===== src/rtl/vm_pkg.sv =====
// Shared definitions for the vending-machine command controller:
// command/error encodings, controller states and item prices.
package vm_pkg;

    typedef enum logic [1:0] {
        CMD_SITEM  = 2'b00,
        CMD_SMONEY = 2'b01,
        CMD_CLEAR  = 2'b10,
        CMD_START  = 2'b11
    } cmd_t;

    typedef enum logic [1:0] {
        ERR_NONE       = 2'b00,
        ERR_FUNDS      = 2'b01,
        ERR_NO_SEL     = 2'b10,
        ERR_CANCEL_SEL = 2'b11
    } err_t;

    typedef enum logic [2:0] {
        ST_INIT,
        ST_SHOP,
        ST_VEND_KEEP,
        ST_VEND_ALL,
        ST_SETTLE
    } state_t;

    // Item prices in $0.125 units.
    localparam logic [15:0] PRICE_A = 16'd14;
    localparam logic [15:0] PRICE_B = 16'd12;
    localparam logic [15:0] PRICE_C = 16'd10;
    localparam logic [15:0] PRICE_D = 16'd8;

    function automatic cmd_t state_cmd(input state_t s);
        case (s)
            ST_INIT:      return CMD_CLEAR;
            ST_VEND_KEEP: return CMD_SITEM;
            ST_VEND_ALL:  return CMD_SMONEY;
            default:      return CMD_START;
        endcase
    endfunction

endpackage


===== src/rtl/vm_timer.sv =====
// Loadable/clearable 16-bit down-counter; tc is high while the count is zero.
module vm_timer (
    input  logic        clk,
    input  logic        rst,
    input  logic        clr,
    input  logic        load,
    input  logic [15:0] load_val,
    input  logic        en,
    output logic        tc
);

    logic [15:0] count;

    always_ff @(negedge clk) begin
        if (rst || clr) begin
            count <= '0;
        end else if (load) begin
            count <= load_val;
        end else if (en && (count != 16'd0)) begin
            count <= count - 16'd1;
        end
    end

    assign tc = (count == 16'd0);

endmodule


===== src/rtl/vm_ctrl.sv =====
// Vending-machine command controller: arbitrates user requests in SHOP,
// issues single-cycle vend/refund commands and enforces the idle refund.
module vm_ctrl
    import vm_pkg::*;
#(
    parameter int CLEAR_CYCLES  = 2,
    parameter int SETTLE_CYCLES = 4,
    parameter int TIMEOUT       = 1000
) (
    input  logic               in_clka,
    input  logic               in_restart,
    input  logic               in_buy,
    input  logic               in_buy_more,
    input  logic               in_cancel,
    input  logic               in_coin_any,
    input  logic               in_sel_any,
    input  logic signed [15:0] in_change,
    input  logic [3:0]         in_csel,
    output logic [1:0]         out_cmd,
    output logic               out_busy,
    output logic               out_done,
    output logic               out_err,
    output logic [1:0]         out_err_code
);

    localparam logic [15:0] CLEAR_LOAD  = 16'(CLEAR_CYCLES - 1);
    localparam logic [15:0] SETTLE_LOAD = 16'(SETTLE_CYCLES - 1);
    localparam logic [15:0] IDLE_LOAD   = 16'(TIMEOUT - 1);

    state_t      state, nxt;
    logic        init_armed;
    logic        tmr_clr, tmr_load, tmr_en, tmr_tc;
    logic [15:0] tmr_val;
    logic        err_set;
    err_t        err_code;
    logic        no_sel, activity;

    assign no_sel   = (in_csel == 4'd0);
    assign activity = in_coin_any | in_sel_any | in_buy | in_buy_more | in_cancel;

    vm_timer u_timer (
        .clk      (in_clka),
        .rst      (in_restart),
        .clr      (tmr_clr),
        .load     (tmr_load),
        .load_val (tmr_val),
        .en       (tmr_en),
        .tc       (tmr_tc)
    );

    // The command bus has no handshake: dp acts on out_cmd at the edge after it
    // is driven, so SITEM/SMONEY are held for exactly one cycle and START is idle.
    always_comb begin
        nxt      = state;
        tmr_clr  = 1'b0;
        tmr_load = 1'b0;
        tmr_en   = 1'b0;
        tmr_val  = '0;
        err_set  = 1'b0;
        err_code = ERR_NONE;
        unique case (state)
            ST_INIT: begin
                // First cycle after reset arms the clear count; the timer sits at zero until then.
                if (!init_armed) begin
                    tmr_load = 1'b1;
                    tmr_val  = CLEAR_LOAD;
                end else if (tmr_tc) begin
                    nxt      = ST_SHOP;
                    tmr_load = 1'b1;
                    tmr_val  = IDLE_LOAD;
                end else begin
                    tmr_en = 1'b1;
                end
            end
            ST_SHOP: begin
                if (in_cancel) begin
                    if (no_sel) nxt = ST_VEND_ALL;
                    else begin
                        err_set  = 1'b1;
                        err_code = ERR_CANCEL_SEL;
                    end
                end else if (in_buy) begin
                    if (no_sel) begin
                        err_set  = 1'b1;
                        err_code = ERR_NO_SEL;
                    end else if (in_change < 16'sd0) begin
                        err_set  = 1'b1;
                        err_code = ERR_FUNDS;
                    end else nxt = ST_VEND_ALL;
                end else if (in_buy_more) begin
                    if (no_sel) begin
                        err_set  = 1'b1;
                        err_code = ERR_NO_SEL;
                    end else if (in_change <= 16'sd0) begin
                        err_set  = 1'b1;
                        err_code = ERR_FUNDS;
                    end else nxt = ST_VEND_KEEP;
                end else if (tmr_tc && no_sel && (in_change > 16'sd0)) begin
                    nxt = ST_VEND_ALL;
                end
                if (nxt != ST_SHOP) begin
                    tmr_clr = 1'b1;
                end else if (activity || tmr_tc) begin
                    tmr_load = 1'b1;
                    tmr_val  = IDLE_LOAD;
                end else begin
                    tmr_en = 1'b1;
                end
            end
            ST_VEND_KEEP, ST_VEND_ALL: begin
                nxt      = ST_SETTLE;
                tmr_load = 1'b1;
                tmr_val  = SETTLE_LOAD;
            end
            ST_SETTLE: begin
                if (tmr_tc) begin
                    nxt      = ST_SHOP;
                    tmr_load = 1'b1;
                    tmr_val  = IDLE_LOAD;
                end else begin
                    tmr_en = 1'b1;
                end
            end
            default: nxt = ST_INIT;
        endcase
    end

    always_ff @(negedge in_clka) begin
        if (in_restart) begin
            state        <= ST_INIT;
            init_armed   <= 1'b0;
            out_cmd      <= CMD_CLEAR;
            out_busy     <= 1'b1;
            out_done     <= 1'b0;
            out_err      <= 1'b0;
            out_err_code <= ERR_NONE;
        end else begin
            state      <= nxt;
            init_armed <= (nxt == ST_INIT);
            out_cmd    <= state_cmd(nxt);
            out_busy   <= (nxt != ST_SHOP);
            out_done   <= (nxt == ST_VEND_KEEP) || (nxt == ST_VEND_ALL);
            out_err    <= err_set;
            if (err_set) out_err_code <= err_code;
        end
    end

endmodule


===== config.mk =====
export PLATFORM = sky130hd
export DESIGN_NAME = vm_ctrl
export DESIGN_NICKNAME = d
export VERILOG_FILES = /design/src/rtl/vm_pkg.sv /design/src/rtl/vm_timer.sv /design/src/rtl/vm_ctrl.sv
export SDC_FILE = /design/constraint.sdc
export NUM_CORES = 1
export LEC_CHECK = 0
export CAP_MARGIN = 30
export CELL_PAD_IN_SITES_DETAIL_PLACEMENT = 0
export CELL_PAD_IN_SITES_GLOBAL_PLACEMENT = 1
export CORE_UTILIZATION = 25
export DETAILED_ROUTE_END_ITERATION = 10
export PLACE_DENSITY = 0.67
export REMOVE_ABC_BUFFERS = 1
export SETUP_SLACK_MARGIN = 0.15
export SLEW_MARGIN = 40
export SYNTH_ARGS = -nofsm -noshare
export SYNTH_HDL_FRONTEND = slang
export SYNTH_HIERARCHICAL = 1
export SYNTH_SLANG_ARGS = --single-unit

===== constraint.sdc =====
create_clock -name in_clka -period 5.5 [get_ports in_clka]
set_input_delay 0.825 -clock in_clka [delete_from_list [all_inputs] [get_ports in_clka]]
set_output_delay 0.825 -clock in_clka [all_outputs]
set_load 0.01 [all_outputs]

==> metrics, run 1 <==
Pleak=1.229 nW; clock insertion delay at the later pin of the skew report=0.37 ns; synthesis-to-finish area growth=79.60%; met1 WL=2356 um; die footprint=6751 sq um; Core Region=6061 sq um; post-placement cell count=334; share of cells above drive strength 1=34.95%; final hold violations=0; WL final=5215 um; initial antenna violation count=0; Slew Limit Fails=0; Finished Layout Cells=384; Ys Warns=6; reg2reg setup slack=1.98 ns; Worst-Margin Slew=0.7713 ns; Hold-fix buffers, CTS=0; Critical Path RT=3.02 ns; Post-synth top flop=dfxtp_1; routed via count=1864; routability congestion estimate=0.7278; CTS buffer count=3; Post-synth ARST share=0%; Data arrival, critical path=2.91 ns; Max Cap Viol=0; overall routing resource usage=15.51%; CP Max Fanout=6; Worst IR Drop VDD=0.0001422 V; DR WL/cell=13.58 um; Detail Route Antenna Nets=0; PortBufs=33; status=finished, final reports clean; DR DRC count=0; area of placed instances=2248 sq um; Root Buffer=clkbuf_8; met2 WL=2672 um; Chip Height=82.17 um; Commonest cells post-synth=dfxtp_1, nor2_1, a21oi_1; CP endpoint kind=flop; DR WL met3=146 um; Clock Sinks=27; max layer used=met4; vias in the first global route=1880; share of the synthesized area in the top cell type=33.64%; Avg Vias per Cell=4.854; first-pass GRT wire length=8190 um; Rel. slew slack=48.11%; pwr/cell area=270.9 nW/um^2; syn_area_per_cell=8.155 sq um; Netlist cell types=56; critical path type=in -> reg; # setup viols final=0; dominant cells by area after synthesis=dfxtp_1, a21oi_1, nor2_1; Worst Hold Endpoint=out_err_code[0]; Cells after Synth=197; startpoint class of the critical path=primary input; Worst Hold Depth=2; Final nets=338; Post-DP HPWL=3143 um; largest net degree at the start of global routing=15; r2r startpoint=u_timer/count[5]; skew final=0.02218 ns; H-tree depth=1; TritonCTS clock tree=yes; Crit Reg-Reg Endpoint=u_timer/count[1]; Synth Cell Area=1607 sq um; Tightest Hold Check Type=reg -> reg; GRT overflow=0; #FFs+latches synth=27; ANT cells=0; min-delay src=out_err_code[0]; CTS clk-pin slew, worst paths=0.04 ns; Seq/Total Area, Yosys=33.64%; Detailed Routing Iterations Pass 1=4; worst hold slack=0.4887 ns; Final Instance Area=2885 sq um; Post-synth EDFFs=0; r2r worst-path depth=12; top-count cell post-synth=dfxtp_1; drt first-iter violations=54; # IOs=34; Die W=82.17 um; CTS Buffer Depth=2; Rows=28; area leader, netlist=dfxtp_1; Initial Utilization=26.51%; RSZ-0062 raised after global routing=true
## registers in the layout, summed over array words and instances, names as in the netlist
register and flops:
u_timer/count 16, state 3, out_cmd 2, out_err_code 2, init_armed 1, out_busy 1, out_done 1, out_err 1
## metrics by stage
step	total power [W]	util (%)	setup TNS, ns	worst slack (ns)
6_report	0.0007815	47.61	0	0.1135
4_1_cts	0.0007460	44.03	0	0.1383
5_1_grt	0.0008480	47.61	0	0.02775
2_1_floorplan	0.0004083	-	-3.430	-0.2849
3_5_place_dp	0.0005035	37.10	-8.471	-0.5451
3_3_place_gp	0.0005027	37.10	-7.726	-0.4713
## layout by cell type, fill, tap and decap left out, types with 3 or more instances in the layout
| master | n |
|---|---|
| inv_1 | 35 |
| buf_4 | 34 |
| dfxtp_1 | 27 |
| nor2_1 | 19 |
| dlygate4sd2_1 | 16 |
| a21oi_1 | 12 |
| nand2_1 | 12 |
| buf_6 | 10 |
| clkdlybuf4s50_1 | 8 |
| conb_1 | 8 |
| nor3_1 | 7 |
| a21oi_2 | 6 |
| o21ai_0 | 6 |
| xnor2_1 | 6 |
| nor4_2 | 5 |
| buf_12 | 5 |
| nor4_1 | 4 |
| nor4_4 | 4 |
| o21ai_1 | 4 |
| xor2_1 | 4 |
| nor3b_1 | 3 |
| clkbuf_8 | 3 |
| buf_2 | 3 |
| o21ai_2 | 3 |
| o21ai_4 | 3 |
## cell families after synthesis
kind of cell             after synthesis  synth area share, %
adder cells (fa/ha/maj)                1               0.7787
AO/OA/AOI/OAI                         58                24.53
buffers and inverters                 18                5.218
multiplexers                           2                1.246
AND/OR/NAND/NOR                       80                28.89
XOR/XNOR                              10                5.451
other                                  1               0.2334
flip-flops                            27                33.64
## final cells by class
cell class,count,area (sq um)
Multi-Input combinational cell,159,1256
Inverter,8,30.03
Clock buffer,3,41.29
Sequential cell,27,540.5
Fill cell,584,3176
Clock inverter,28,105.1
Timing Repair Buffer,84,818.3
Tap cell,75,93.84
## report_power, final
part / switching (W) / total (W) / internal (W)
Clock: 0.000118 / 0.000194 / 0.0000759
Combinational: 0.000149 / 0.000336 / 0.000187
Sequential: 0.0000313 / 0.000251 / 0.000220
Total: 0.000299 / 0.000781 / 0.000483
## worst max-delay path, cell delays in order
cell,delay (ns)
buf_6,0.09
or4_4,0.58
a31oi_4,0.18
a2bb2oi_4,0.17
o2111ai_2,0.15
o211ai_1,0.17
inv_2,0.09
buf_6,0.13
buf_12,0.11
buf_16,0.13
buf_8,0.12
a211oi_2,0.15
## routing by layer
layer	vias up	track usage, %
met4	0	5.965
li1	952	-
met5	-	0
met3	4	4.505
met2	21	26.20
met1	887	18.42
## worst max path at each step
stage | cells past startpoint | from | end | slack, ns
floorplan | 8 | in_csel[1] | u_timer/count[6] | -0.28
global placement | 10 | in_sel_any | u_timer/count[15] | -0.47
detailed placement | 10 | in_sel_any | u_timer/count[15] | -0.55
CTS | 10 | in_buy | u_timer/count[15] | 0.14
global route | 12 | in_csel[2] | u_timer/count[3] | 0.03
finish | 12 | in_csel[2] | u_timer/count[3] | 0.11
## what timing repair did
action | in CTS | in global routing
gates resized for setup | 65 | 49
pin swaps | 19 | 16
setup buffers | 11 | 7
cloned | 3 | 0
endpoints found under the setup margin | 18 | 16
Note: power is estimated with default switching activity, not from simulation.
==> run 2: changes to the inputs <==
CTS_BUF_LIST = sky130_fd_sc_hd__clkbuf_16   (was unset)
SKIP_LAST_GASP = 1   (was unset)
==> run 2 against run 1 <==
Compared with the run above:
- critical path depth did not move
- clock-buffer cell count unchanged
- sequential power barely moved
- worst hold slack improved by 0.0029 ns
- setup slack got worse by 0.013 ns
- sequential share of layout area down 0.057 points
- clock power up 28%
- die area is the same
- sequential cell count unchanged
- first-iteration DRC count increased by 41%
- routed wire length rose by 1.0%
- register-to-register slack gained 0.07 ns
==> metrics, run 2 (synthesized netlist as in run 1, its figures left out) <==
status=finished, final reports clean; DR DRC count=0; PortBufs=33; first-pass GRT wire length=8369 um; P_sw=0.0003022 W; Most Frequent Cell on Critical Path=buf_6; most frequent cells in the layout=buf_4, inv_1, dfxtp_1; Pleak=1.220 nW; routed via count=1898; vias in the first global route=1889; Detail Route Antenna Nets=0; Core Region=6061 sq um; ANT cells=0; synthesis-to-finish area growth=80.14%; Worst-Margin Slew=0.7536 ns; clock insertion delay at the later pin of the skew report=0.35 ns; clock share of power=29.9%; met1 GRT Util=18.62%; Data arrival, critical path=2.92 ns; M2 GR Usage=27.44%; Most Used Layer, Global Route=met2; commonest non-fill, non-tap cell in the layout=buf_4; Die W=82.17 um; slowest CP cell=or4_4; Root Buffer=clkbuf_16; reg2reg setup slack=2.05 ns; FILL cells=576; # IOs=34; Rel. slew slack=49.30%; Avg Vias per Cell=4.930; critical path cell sequence=buf_6 -> or4_4 -> a31oi_4 -> a2bb2oi_4 -> o2111ai_2 -> o211ai_1 -> inv_2 -> buf_6 -> buf_12 -> buf_16 -> buf_8 -> a211oi_2; met3 usage=4.505%; Tightest Hold Check Type=reg -> reg; die footprint=6751 sq um; Sequential Power Share=30.4%; Initial Utilization=26.51%; post-placement cell count=334; Rows=28; Total Power=0.0008271 W; initial antenna violation count=0; RSZ-0062 raised after global routing=true; Finished Layout Cells=385; GRT overflow=0; drt first-iter violations=76; sw frac=36.54%; CTS buffer count=3; CTS Buffer Depth=2; r2r startpoint=u_timer/count[13]; Final nets=339; largest reg by FF count=u_timer/count; skew final=0.009627 ns; Worst IR Drop VDD=0.0001629 V; TritonCTS clock tree=yes; startpoint class of the critical path=primary input; min-delay src=out_err_code[0]; CP peak stage delay=0.58 ns; DR WL/cell=13.68 um; largest registers=u_timer/count (16), state (3); Pint=0.0005249 W; area of placed instances=2248 sq um; CTS clk-pin slew, worst paths=0.04 ns; pwr/cell area=285.8 nW/um^2; Chip Height=82.17 um; CP Max Fanout=6; overall routing resource usage=16.06%; H-tree depth=1; Worst Setup SP=in_csel[2]; # setup viols final=0; Comb pwr share=39.6%; Slew Limit Fails=0; Clock Sinks=27; final hold violations=0; max reg flops=16; Critical Path RT=3.02 ns; routability congestion estimate=0.7278; share of cells above drive strength 1=34.52%; Max Cap Viol=0; WL final=5267 um; critical path type=in -> reg; CP endpoint kind=flop; largest net degree at the start of global routing=15; Post-DP HPWL=3143 um; Detailed Routing Iterations Pass 1=4; Final Instance Area=2894 sq um
-- run 2: changes by cell type in the layout (fill, tap and decap cells not counted), moves of 3 or more --
cell	previous run	this run
clkbuf_16	0	3
o21ai_4	3	0
clkbuf_8	3	0
clkdlybuf4s15_1	1	6
dlygate4sd2_1	16	13
o21ai_1	4	7
-- run 2: layout make-up --
| type | count | area, sq um | share of cell area, % |
|---|---|---|---|
| Timing Repair Buffer | 85 | 807.0 | 27.89 |
| Tap cell | 75 | 93.84 | 3.243 |
| Clock buffer | 3 | 75.07 | 2.594 |
| Sequential cell | 27 | 540.5 | 18.68 |
| Multi-Input combinational cell | 159 | 1242 | 42.93 |
| Clock inverter | 28 | 105.1 | 3.632 |
| Inverter | 8 | 30.03 | 1.038 |
-- run 2: metal layers --
metal,wire [um],up-vias
li1,-,953
met1,2316,905
met2,2732,38
met3,196,2
met5,0,-
met4,21,0
-- run 2: critical path, delay by kind of cell --
family | cells | cell delay (ns)
compound gates | 5 | 0.83
simple gates | 1 | 0.58
buf+inv | 6 | 0.68
-- run 2: final timing paths --
| path | cells past startpoint | to |
|---|---|---|
| worst min register to register | 2 | out_err_code[0] |
| worst max-delay path | 12 | u_timer/count[3] |
| worst max register to register | 12 | u_timer/count[1] |
| worst min-delay path | 2 | out_err_code[0] |
-- run 2: metrics by stage --
step	TNS, ns	hold slack, ns	setup slack [ns]	utilization (%)
detailed placement	-8.471	0.4812	-0.5451	37.10
CTS	0	0.4872	0.1519	45.44
global placement	-7.726	0.4762	-0.4713	37.10
floorplan	-3.430	0.4697	-0.2849	-
global route	0	0.5236	0.01149	47.75
finish	0	0.4916	0.1004	47.75
-- run 2: what timing repair did --
action,CTS,global route
hold buffers,0,0
pin swaps,20,16
buffers inserted,13,5
setup endpoints to repair,20,16
cloned,3,1
gates resized for setup,79,39
-- run 2: power groups by stage --
stage | Clock (W) | Combinational, W | Sequential, W
4_1_cts | 0.000262 | 0.000299 | 0.000251
3_3_place_gp | 0.0000324 | 0.000221 | 0.000250
5_1_grt | 0.000287 | 0.000354 | 0.000255
6_report | 0.000248 | 0.000328 | 0.000252
2_1_floorplan | 0.0000324 | 0.000131 | 0.000245
3_5_place_dp | 0.0000324 | 0.000221 | 0.000250
